## src/rtl/jpeg_out_sched_if.sv

```systemverilog
// Frame-writeback bus: MCU buffer read port plus frame-memory write handshake.
// mem_wr_data narrows to 16 bits when JPEG_OUT_RGB565_EN is defined.
interface jpeg_out_sched_if #(
  parameter int ADDR_W = 24,
  parameter int PIX_W  = 24
);
`ifdef JPEG_OUT_RGB565_EN
  localparam int OUT_W = 16;
`else
  localparam int OUT_W = PIX_W;
`endif

  logic              buf_rd_en;
  logic [7:0]        buf_rd_addr;
  logic [PIX_W-1:0]  buf_rd_data;
  logic              mem_wr_valid;
  logic              mem_wr_ready;
  logic [ADDR_W-1:0] mem_wr_addr;
  logic [OUT_W-1:0]  mem_wr_data;

  modport master (
    output buf_rd_en, buf_rd_addr,
    input  buf_rd_data,
    output mem_wr_valid, mem_wr_addr, mem_wr_data,
    input  mem_wr_ready
  );

  modport slave (
    input  buf_rd_en, buf_rd_addr,
    output buf_rd_data,
    input  mem_wr_valid, mem_wr_addr, mem_wr_data,
    output mem_wr_ready
  );
endinterface

```

## src/rtl/jpeg_out_sched.sv

```systemverilog
// MCU writeback scheduler: raster walk of the MCU buffer, one frame write per visible pixel.
// 3 cycles per visible pixel, 1 per clipped pixel, +2 per MCU; mem_wr_ready stalls WR. RGB565 output via JPEG_OUT_RGB565_EN.
module jpeg_out_sched #(
  parameter int ADDR_W = 24,
  parameter int PIX_W  = 24
) (
  input  logic              clk,
  input  logic              rst,
  input  logic              mcu_go,
  input  logic              pic_is_411,
  input  logic [12:0]       x_mcu,
  input  logic [12:0]       y_mcu,
  input  logic [12:0]       mcu_w,
  input  logic [12:0]       mcu_h,
  input  logic [15:0]       width,
  input  logic [15:0]       heigth,
  input  logic [ADDR_W-1:0] frame_base,
  jpeg_out_sched_if.master  bus,
  output logic              out_empty,
  output logic              mcu_done,
  output logic              frame_done,
  output logic              ovf_err
);
  localparam int SUM_W = (ADDR_W > 33) ? ADDR_W : 33;

  typedef enum logic [2:0] {IDLE, CHK, RD, WR, DONE} state_t;

  state_t            state;
  logic              is411_q;
  logic [12:0]       x_q;
  logic [12:0]       y_q;
  logic [3:0]        px;
  logic [3:0]        py;
  logic              wr_first;
  logic [PIX_W-1:0]  data_q;

  logic [3:0]        n_m1;
  logic [16:0]       base_x;
  logic [16:0]       base_y;
  logic [16:0]       pix_x;
  logic [16:0]       pix_y;
  logic [32:0]       lin;
  logic              visible;
  logic              last_pix;
  logic [3:0]        px_nx;
  logic [3:0]        py_nx;
  logic [7:0]        rd_idx;
  logic [ADDR_W-1:0] addr_next;
  logic [PIX_W-1:0]  pix_out;
  logic              is_frame_end;

  always_comb begin
    n_m1      = is411_q ? 4'd15 : 4'd7;
    base_x    = is411_q ? {x_q, 4'b0} : {1'b0, x_q, 3'b0};
    base_y    = is411_q ? {y_q, 4'b0} : {1'b0, y_q, 3'b0};
    pix_x     = base_x + {13'b0, px};
    pix_y     = base_y + {13'b0, py};
    lin       = {16'b0, pix_y} * {17'b0, width};
    visible   = (pix_x < {1'b0, width}) && (pix_y < {1'b0, heigth});
    last_pix  = (px == n_m1) && (py == n_m1);
    px_nx     = (px == n_m1) ? 4'd0 : px + 4'd1;
    py_nx     = (px == n_m1) ? py + 4'd1 : py;
    rd_idx    = is411_q ? {py, px} : {2'b0, py[2:0], px[2:0]};
    addr_next = ADDR_W'(SUM_W'(frame_base) + SUM_W'(lin) + SUM_W'(pix_x));
    is_frame_end = (x_q == mcu_w - 13'd1) && (y_q == mcu_h - 13'd1);
  end

  // Buffer data arrives in the first WR cycle; it is bypassed then and held from the register afterwards.
  assign pix_out = wr_first ? bus.buf_rd_data : data_q;

`ifdef JPEG_OUT_RGB565_EN
  assign bus.mem_wr_data = {pix_out[23:19], pix_out[15:10], pix_out[7:3]};
`else
  assign bus.mem_wr_data = pix_out;
`endif

  always_ff @(posedge clk or negedge rst) begin
    if (!rst) begin
      state            <= IDLE;
      is411_q          <= 1'b0;
      x_q              <= '0;
      y_q              <= '0;
      px               <= '0;
      py               <= '0;
      wr_first         <= 1'b0;
      data_q           <= '0;
      bus.buf_rd_en    <= 1'b0;
      bus.buf_rd_addr  <= '0;
      bus.mem_wr_valid <= 1'b0;
      bus.mem_wr_addr  <= '0;
      out_empty        <= 1'b1;
      mcu_done         <= 1'b0;
      frame_done       <= 1'b0;
      ovf_err          <= 1'b0;
    end else begin
      mcu_done   <= 1'b0;
      frame_done <= 1'b0;
      if (mcu_go && state != IDLE)
        ovf_err <= 1'b1;

      case (state)
        IDLE: begin
          if (mcu_go) begin
            is411_q   <= pic_is_411;
            x_q       <= x_mcu;
            y_q       <= y_mcu;
            px        <= '0;
            py        <= '0;
            out_empty <= 1'b0;
            state     <= CHK;
          end
        end
        CHK: begin
          if (visible) begin
            bus.buf_rd_en   <= 1'b1;
            bus.buf_rd_addr <= rd_idx;
            bus.mem_wr_addr <= addr_next;
            state           <= RD;
          end else begin
            px <= px_nx;
            py <= py_nx;
            if (last_pix) begin
              mcu_done   <= 1'b1;
              frame_done <= is_frame_end;
              state      <= DONE;
            end else begin
              state <= CHK;
            end
          end
        end
        RD: begin
          bus.buf_rd_en    <= 1'b0;
          bus.mem_wr_valid <= 1'b1;
          wr_first         <= 1'b1;
          state            <= WR;
        end
        WR: begin
          wr_first <= 1'b0;
          if (wr_first)
            data_q <= bus.buf_rd_data;
          if (bus.mem_wr_ready) begin
            bus.mem_wr_valid <= 1'b0;
            px <= px_nx;
            py <= py_nx;
            if (last_pix) begin
              mcu_done   <= 1'b1;
              frame_done <= is_frame_end;
              state      <= DONE;
            end else begin
              state <= CHK;
            end
          end
        end
        DONE: begin
          out_empty <= 1'b1;
          state     <= IDLE;
        end
        default: state <= IDLE;
      endcase
    end
  end
endmodule

```

## src/flat_wrapper.sv

```systemverilog
// flat-port wrapper written by rule: the top's interface ports become plain ports
module jpeg_out_sched_flat 
#(
  parameter int ADDR_W = 24,
  parameter int PIX_W  = 24
)
  (clk, rst, mcu_go, pic_is_411, x_mcu, y_mcu, mcu_w, mcu_h, width, heigth, frame_base, out_empty, mcu_done, frame_done, ovf_err, bus_buf_rd_en, bus_buf_rd_addr, bus_buf_rd_data, bus_mem_wr_valid, bus_mem_wr_addr, bus_mem_wr_data, bus_mem_wr_ready);
  jpeg_out_sched_if #(.ADDR_W(ADDR_W), .PIX_W(PIX_W)) bus_i ();
  input  logic clk;
  input  logic rst;
  input  logic mcu_go;
  input  logic pic_is_411;
  input  logic [12:0] x_mcu;
  input  logic [12:0] y_mcu;
  input  logic [12:0] mcu_w;
  input  logic [12:0] mcu_h;
  input  logic [15:0] width;
  input  logic [15:0] heigth;
  input  logic [ADDR_W-1:0] frame_base;
  output logic out_empty;
  output logic mcu_done;
  output logic frame_done;
  output logic ovf_err;
  output wire logic [$bits(bus_i.buf_rd_en)-1:0] bus_buf_rd_en;
  output wire logic [$bits(bus_i.buf_rd_addr)-1:0] bus_buf_rd_addr;
  input wire logic [$bits(bus_i.buf_rd_data)-1:0] bus_buf_rd_data;
  output wire logic [$bits(bus_i.mem_wr_valid)-1:0] bus_mem_wr_valid;
  output wire logic [$bits(bus_i.mem_wr_addr)-1:0] bus_mem_wr_addr;
  output wire logic [$bits(bus_i.mem_wr_data)-1:0] bus_mem_wr_data;
  input wire logic [$bits(bus_i.mem_wr_ready)-1:0] bus_mem_wr_ready;
  assign bus_buf_rd_en = bus_i.buf_rd_en;
  assign bus_buf_rd_addr = bus_i.buf_rd_addr;
  assign bus_i.buf_rd_data = bus_buf_rd_data;
  assign bus_mem_wr_valid = bus_i.mem_wr_valid;
  assign bus_mem_wr_addr = bus_i.mem_wr_addr;
  assign bus_mem_wr_data = bus_i.mem_wr_data;
  assign bus_i.mem_wr_ready = bus_mem_wr_ready;
  jpeg_out_sched #(.ADDR_W(ADDR_W), .PIX_W(PIX_W)) u_core (.clk(clk), .rst(rst), .mcu_go(mcu_go), .pic_is_411(pic_is_411), .x_mcu(x_mcu), .y_mcu(y_mcu), .mcu_w(mcu_w), .mcu_h(mcu_h), .width(width), .heigth(heigth), .frame_base(frame_base), .bus(bus_i), .out_empty(out_empty), .mcu_done(mcu_done), .frame_done(frame_done), .ovf_err(ovf_err));
endmodule
```

## config.mk

```make
export PLATFORM = sky130hd
export DESIGN_NAME = jpeg_out_sched_flat
export DESIGN_NICKNAME = d
export VERILOG_FILES = /design/src/rtl/jpeg_out_sched_if.sv /design/src/rtl/jpeg_out_sched.sv /design/src/flat_wrapper.sv
export SDC_FILE = /design/constraint.sdc
export NUM_CORES = 1
export LEC_CHECK = 0
export CORE_MARGIN = 2
export CORE_UTILIZATION = 53
export CTS_BUF_LIST = sky130_fd_sc_hd__clkbuf_8
export CTS_CLUSTER_SIZE = 20
export DETAILED_ROUTE_END_ITERATION = 8
export PLACE_DENSITY = 0.82
export SLEW_MARGIN = 15
export SYNTH_ARGS = -nofsm -noshare
export SYNTH_HDL_FRONTEND = slang
export SYNTH_SLANG_ARGS = --single-unit
```

## constraint.sdc

```tcl
create_clock -name clk -period 7.9 [get_ports clk]
set_clock_uncertainty 0.1 [all_clocks]
set_input_delay 1.58 -clock clk [delete_from_list [all_inputs] [get_ports clk]]
set_output_delay 1.58 -clock clk [all_outputs]
set_load 0.05 [all_outputs]
```

# --- Word-level counts from Yosys, hierarchy flattened ---
# Cells that the tools add are included.
# W data, S select, Z words.
totals:
  reg_bits: 101
  in_bits: 137
  output_inout_bits: 62
  elab_cells: 90
op_classes:
  addsub: 8
  multipliers: 1
  n_lt_le_gt_ge: 2
  eq_ne: 12
  n_mux: 34
  n_reduce_logical: 17
op_table:
  columns: ["operator", "n"]
  rows:
  - ["$add A17 B4 Y17", 2]
  - ["$lt A17 B16 Y1", 2]
  - ["$mux W17", 2]
  - ["$mux W4", 8]
  - ["$eq A13 B13 Y1", 2]
  - ["$sub A13 B1 Y13 const B", 2]
  - ["$add A24 B17 Y24", 1]
  - ["$add A24 B24 Y24", 1]
  - ["$mul A17 B16 Y24", 1]
  - ["$mux W24", 1]
  - ["$pmux W4 S3", 2]
  - ["$mux W3", 4]
  - ["$pmux W1 S2", 6]
  - ["$pmux W3 S4", 1]
  - ["$reduce_and A2 Y1", 6]
  - ["$mux W1", 9]
  - ["$add A4 B1 Y4 const B", 2]
  - ["$eq A4 B4 Y1", 2]
  - ["$mux W8", 1]
  - ["$eq A3 B2 Y1 const B", 2]
  - ["$ne A2 B2 Y1 const B", 3]
  - ["$reduce_bool A2 Y1", 3]
  - ["$reduce_bool A3 Y1", 2]
  - ["$logic_and A1 B1 Y1", 4]
  - ["5 further kinds", 5]

# --- Logic depth before layout (Yosys ltp) ---
depth:
  depth_word: 6
  ltp_mapped: 36
  mapped_depth_nobuf: 29

# --- Least setup slack after synthesis ---
# No wires, ideal clock.
synth_path:
  path_kind: "reg-to-reg"
  startpoint: "reg u_core.is411_q"
  endpoint: "reg u_core.bus.mem_wr_addr[23]"
  setup_ns: 0.125
  arrival_ns: 8.327
  required_time_ns: 7.675
  path_slack_ns: -0.651
  stages_incl_launch_ff: 32
  n_path_buf: 8
  synth_period_minus_slack_ns: 8.551
  cell_sequence: "dfrtp_1 -> buf_6 -> buf_6 -> buf_6 -> buf_2 -> buf_2 -> buf_1 -> clkbuf_1 -> nor2b_1 -> ha_1 -> ha_1 -> nand3_1 -> nor2_1 -> a221oi_1 -> clkbuf_1 -> nand2_1 -> fa_1 -> inv_1 -> fa_1 -> fa_1 -> fa_1 -> fa_1 -> fa_1 -> ha_1 -> a21o_1 -> a21oi_1 -> o21ai_0 -> a311o_1 -> a21o_1 -> a21o_1 -> xor2_1 -> mux2_2"
synth_via:
  elab_chain_len: 5
  elab_cells_between_ends: 11
  classes_between: "add/sub: 4; mul: 1; order compare: 2; mux: 2; reduce/logical: 2"
synth_lines:
  columns: ["element", "line_no", "source"]
  rows:
  - ["from (decl)", "jpeg_out_sched.sv:29", "logic is411_q;"]
  - ["from (signal assigned)", "jpeg_out_sched.sv:104", "is411_q <= pic_is_411;"]
  - ["$mux W17 (on tied branches)", "jpeg_out_sched.sv:55, jpeg_out_sched.sv:54", null]
  - ["$add A17 B4 Y17 (on tied branches)", "jpeg_out_sched.sv:57, jpeg_out_sched.sv:56", null]
  - ["$mul A17 B16 Y24 or $lt A17 B16 Y1 (tied branches)", "jpeg_out_sched.sv:58, jpeg_out_sched.sv:59", null]
  - ["$add A24 B24 Y24 or $logic_and A1 B1 Y1 (tied branches)", "jpeg_out_sched.sv:64, jpeg_out_sched.sv:59", null]
  - ["$add A24 B17 Y24 or $reduce_and A2 Y1 (tied branches)", null, null]
  - ["to (signal assigned)", "jpeg_out_sched.sv:117", "bus.mem_wr_addr <= addr_next;"]
  - ["to (decl)", "jpeg_out_sched_if.sv:24", "output mem_wr_valid, mem_wr_addr, mem_wr_data,"]
# Several ways; a longest one is shown, not always the timed one.
# A chain may end at the register's enable or synchronous reset.

# --- Worst setup path in the final report ---
# Ends and elaborated chain as after synthesis.

==> summary.txt <==
Outcome
  – Outcome: completed

Setup path
  – CP startpoint: u_core.is411_q$_DFFE_PN0P_
  – CP Capture Type: register
  – R2R depth: 26
  – Crit path kind: register to register
  – Cell family with most CP delay: adder cells
  – CP dominant cell by count: fa_1
  – WP data required: 8.10 ns
  – Critical path buffers and inverters: 4
  – Worst-path fanout max: 9
  – CP max-delay cell: fa_1
  – Crit path depth: 26
  – Reg2reg start: u_core.is411_q$_DFFE_PN0P_
  – Kind of start point of the critical path: register
  – Crit path DAT: 7.84 ns
  – Slowest stage delay, CP: around 0.54 ns

Detailed routing
  – DRC viols: 0
  – Vias per cell: around 5.4
  – DRT antenna net count: 0
  – Pre-Repair DR Iteration Count: 5
  – WL final: 39200 um
  – Via count: between 10000 and 15000
  – 1st-iter DRT viols: ~840
  – DR WL/cell: between 15 and 20 um

Logic synthesis
  – Synth warnings: 0
  – Post-synth top area share: ~28%
  – Syn Inst Count: 1692
  – Synth area leader: fa_1
  – Register area share after synthesis: 16.4%
  – Register bit total from synthesis: slightly above 100
  – Synthesized cell area: roughly 15000 um^2
  – Post-synth ARST share: between 90% and 100%
  – Dominant synthesized flop cell: dfrtp_1
  – Post-synth EDFFs: 0
  – Distinct cells, synth: between 70 and 80
  – Post-synthesis net count: 2150
  – Mean post-synth cell area: just over 9 um^2
  – Synth top area cells: fa_1 28%, dfrtp_1 16%, inv_1 8.8%

Final layout
  – Layout cells sized above 1: between 10% and 20%
  – Number of nets in the layout: between 2000 and 2500
  – Diodes inserted: 0
  – Most common cell after layout, fill and taps aside: inv_1
  – Commonest non-fill, non-tap cells in the layout: 362 x inv_1, 213 x fa_1, 195 x clkdlybuf4s50_1
  – Synthesis-to-layout area growth: 19.2%

Timing
  – Slew @ Worst Pin: about 1.0 ns
  – Minimum clock period: 7.64 ns
  – Slew headroom: about 30%
  – Setup Viol. Count Final: 0
  – Max Fclk: roughly 130 MHz
  – Hold Slack: 0.388 ns
  – Fin. Hold Viols: 0
  – Final Worst Setup Slack: 0.261 ns
  – RSZ-0062 raised after global routing: no
  – Period utilization: 96.7%
  – Fin. max-slew vios: 0

Clock tree
  – Hold buffers post-CTS: 0
  – CTS tree: done
  – Root Buffer: clkbuf_8
  – Clk_lat worst skew: just over 0.4 ns
  – Number of clock sinks: about 100
  – Clk slew on worst S/H paths: roughly 0.12 ns
  – Maximum level of the CTS H-tree: 3
  – CTS Buffer Depth: 2
  – TritonCTS buffer count: 9

Min path
  – WHS Path Cells: 2
  – Hold crit path type: register to register
  – Hold_sp: u_core.bus.mem_wr_addr[5]$_DFFE_PN0P_

Placed design
  – IO buf count: 198
  – Gp weighted congestion: 0.947
  – Post-DP HPWL: around 32000 um
  – Place WS: -0.0758 ns

Floorplan
  – Row count: 62
  – Die area: 30400 um^2
  – # IOs: ~200
  – Core area: ~29000 um^2
  – Initial Util: 53.8%
  – Overall die height: 174 um
  – Die width: ~170 um

Global routing
  – Vias in the first global route: around 13000
  – Total track usage: between 20% and 30%
  – Initial antenna violation count: 0
  – Largest net degree at the start of global routing: 57
  – Gr ovfl total: 0
  – First-pass GRT wire length: about 64000 um

Run
  – MaxCap Viol Count: 0
worst reg2reg max path, stage by stage, from the launching register on:
cell and delay (ns):
dfrtp_2 0.46, nor2b_2 0.14, ha_1 0.25, nand3_2 0.15, nor4b_2 0.35, nor4b_2 0.41, xnor2_2 0.30, and2_1 0.27
fa_1 0.48, inv_1 0.05, fa_1 0.46, fa_1 0.54, inv_1 0.06, fa_1 0.46, fa_1 0.54, inv_1 0.05
fa_1 0.52, inv_1 0.05, ha_1 0.23, a21o_1 0.21, a21oi_2 0.17, o21ai_1 0.11, a311o_1 0.40, a21o_1 0.20
a21o_1 0.18, xor2_1 0.13, mux2_2 0.26
registers in the layout, indices dropped and copies added, names as in the netlist, 3 cells and up:
signal                  cells
u_core.bus.buf_rd_addr      8
u_core.y_q                 13
u_core.data_q              24
u_core.py                   4
u_core.state                3
u_core.bus.mem_wr_addr     24
u_core.x_q                 13
u_core.px                   4
synthesized netlist by cell type (6+ instances only):
| library cell | number |
|---|---|
| a21oi_1 | 33 |
| mux2_2 | 80 |
| a21o_1 | 22 |
| nand3_1 | 25 |
| dfrtp_1 | 100 |
| nor2_1 | 35 |
| and2_1 | 119 |
| nor4_1 | 11 |
| xor2_1 | 34 |
| clkbuf_1 | 58 |
| xnor2_1 | 57 |
| nor3_1 | 19 |
| nand4_1 | 9 |
| inv_1 | 362 |
| buf_2 | 11 |
| and3_1 | 10 |
| mux2i_1 | 20 |
| o21ai_0 | 53 |
| nand2b_1 | 10 |
| o21a_1 | 8 |
| o211ai_1 | 8 |
| nor2b_1 | 12 |
| a21boi_0 | 6 |
| fa_1 | 213 |
| a31oi_1 | 7 |
| nand2_1 | 182 |
| ha_1 | 108 |
area by class of cell:
type,count,area (um^2)
multi-input combinational,1152,11300
fill,2230,10300
sequential,101,2530
timing repair buffer,256,2460
inverter,363,1360
tap,384,480
clock buffer,9,124
clock inverter,7,88.8
cell families (layout without fill, tap and decap cells):
family                   after synthesis  count (layout)  synth area share, %
adder cells (fa/ha/maj)              321             321                 36.5
buffers and inverters                439             635                 11.0
flip-flops                           101             101                 16.4
AND/OR/NAND/NOR                      451             451                 14.9
multiplexers                         102             102                 7.38
XOR/XNOR                              96              96                 5.88
AO/OA/AOI/OAI                        182             182                 7.97
metal layers:
layer,GRT usage (%),vias to the layer above,routed length [um]
li1,-,5668,-
met1,33.2,6132,15200
met2,46.2,483,20100
met3,3.94,90,2580
met4,9.87,0,1320
met5,0,-,0
worst paths after layout:
check | to | slack (ns)
worst min-delay path | u_core.bus.mem_wr_addr[5]$_DFFE_PN0P_ | 0.39
worst min register to register | u_core.bus.mem_wr_addr[5]$_DFFE_PN0P_ | 0.39
max in group asynchronous | u_core.y_q[1]$_DFFE_PN0P_ | 5.46
worst max register to register | u_core.bus.mem_wr_addr[23]$_DFFE_PN0P_ | 0.26
worst max-delay path | u_core.bus.mem_wr_addr[23]$_DFFE_PN0P_ | 0.26
min in group asynchronous | u_core.data_q[22]$_DFFE_PN0P_ | 1.03
repair_timing:
item	in CTS	in global routing
buffers inserted	0	5
setup endpoints to repair	0	4
resized for setup	0	12
stage by stage:
stage | util [%] | area [um^2] | cells | setup TNS (ns)
final | 64.1 | 18300 | 2272 | 0
after global routing | 64.1 | 18300 | 2272 | 0
after CTS | 63.8 | 18300 | 2267 | 0
after detailed placement | 63.0 | 18000 | 2251 | -0.0758
after global placement | 63.0 | 18000 | 2251 | 0
after floorplan | - | 15500 | 1692 | 0
Power is left out: the tool's default activity adds up to more than one toggle a clock period on the data nets, which glitch-free logic cannot reach.
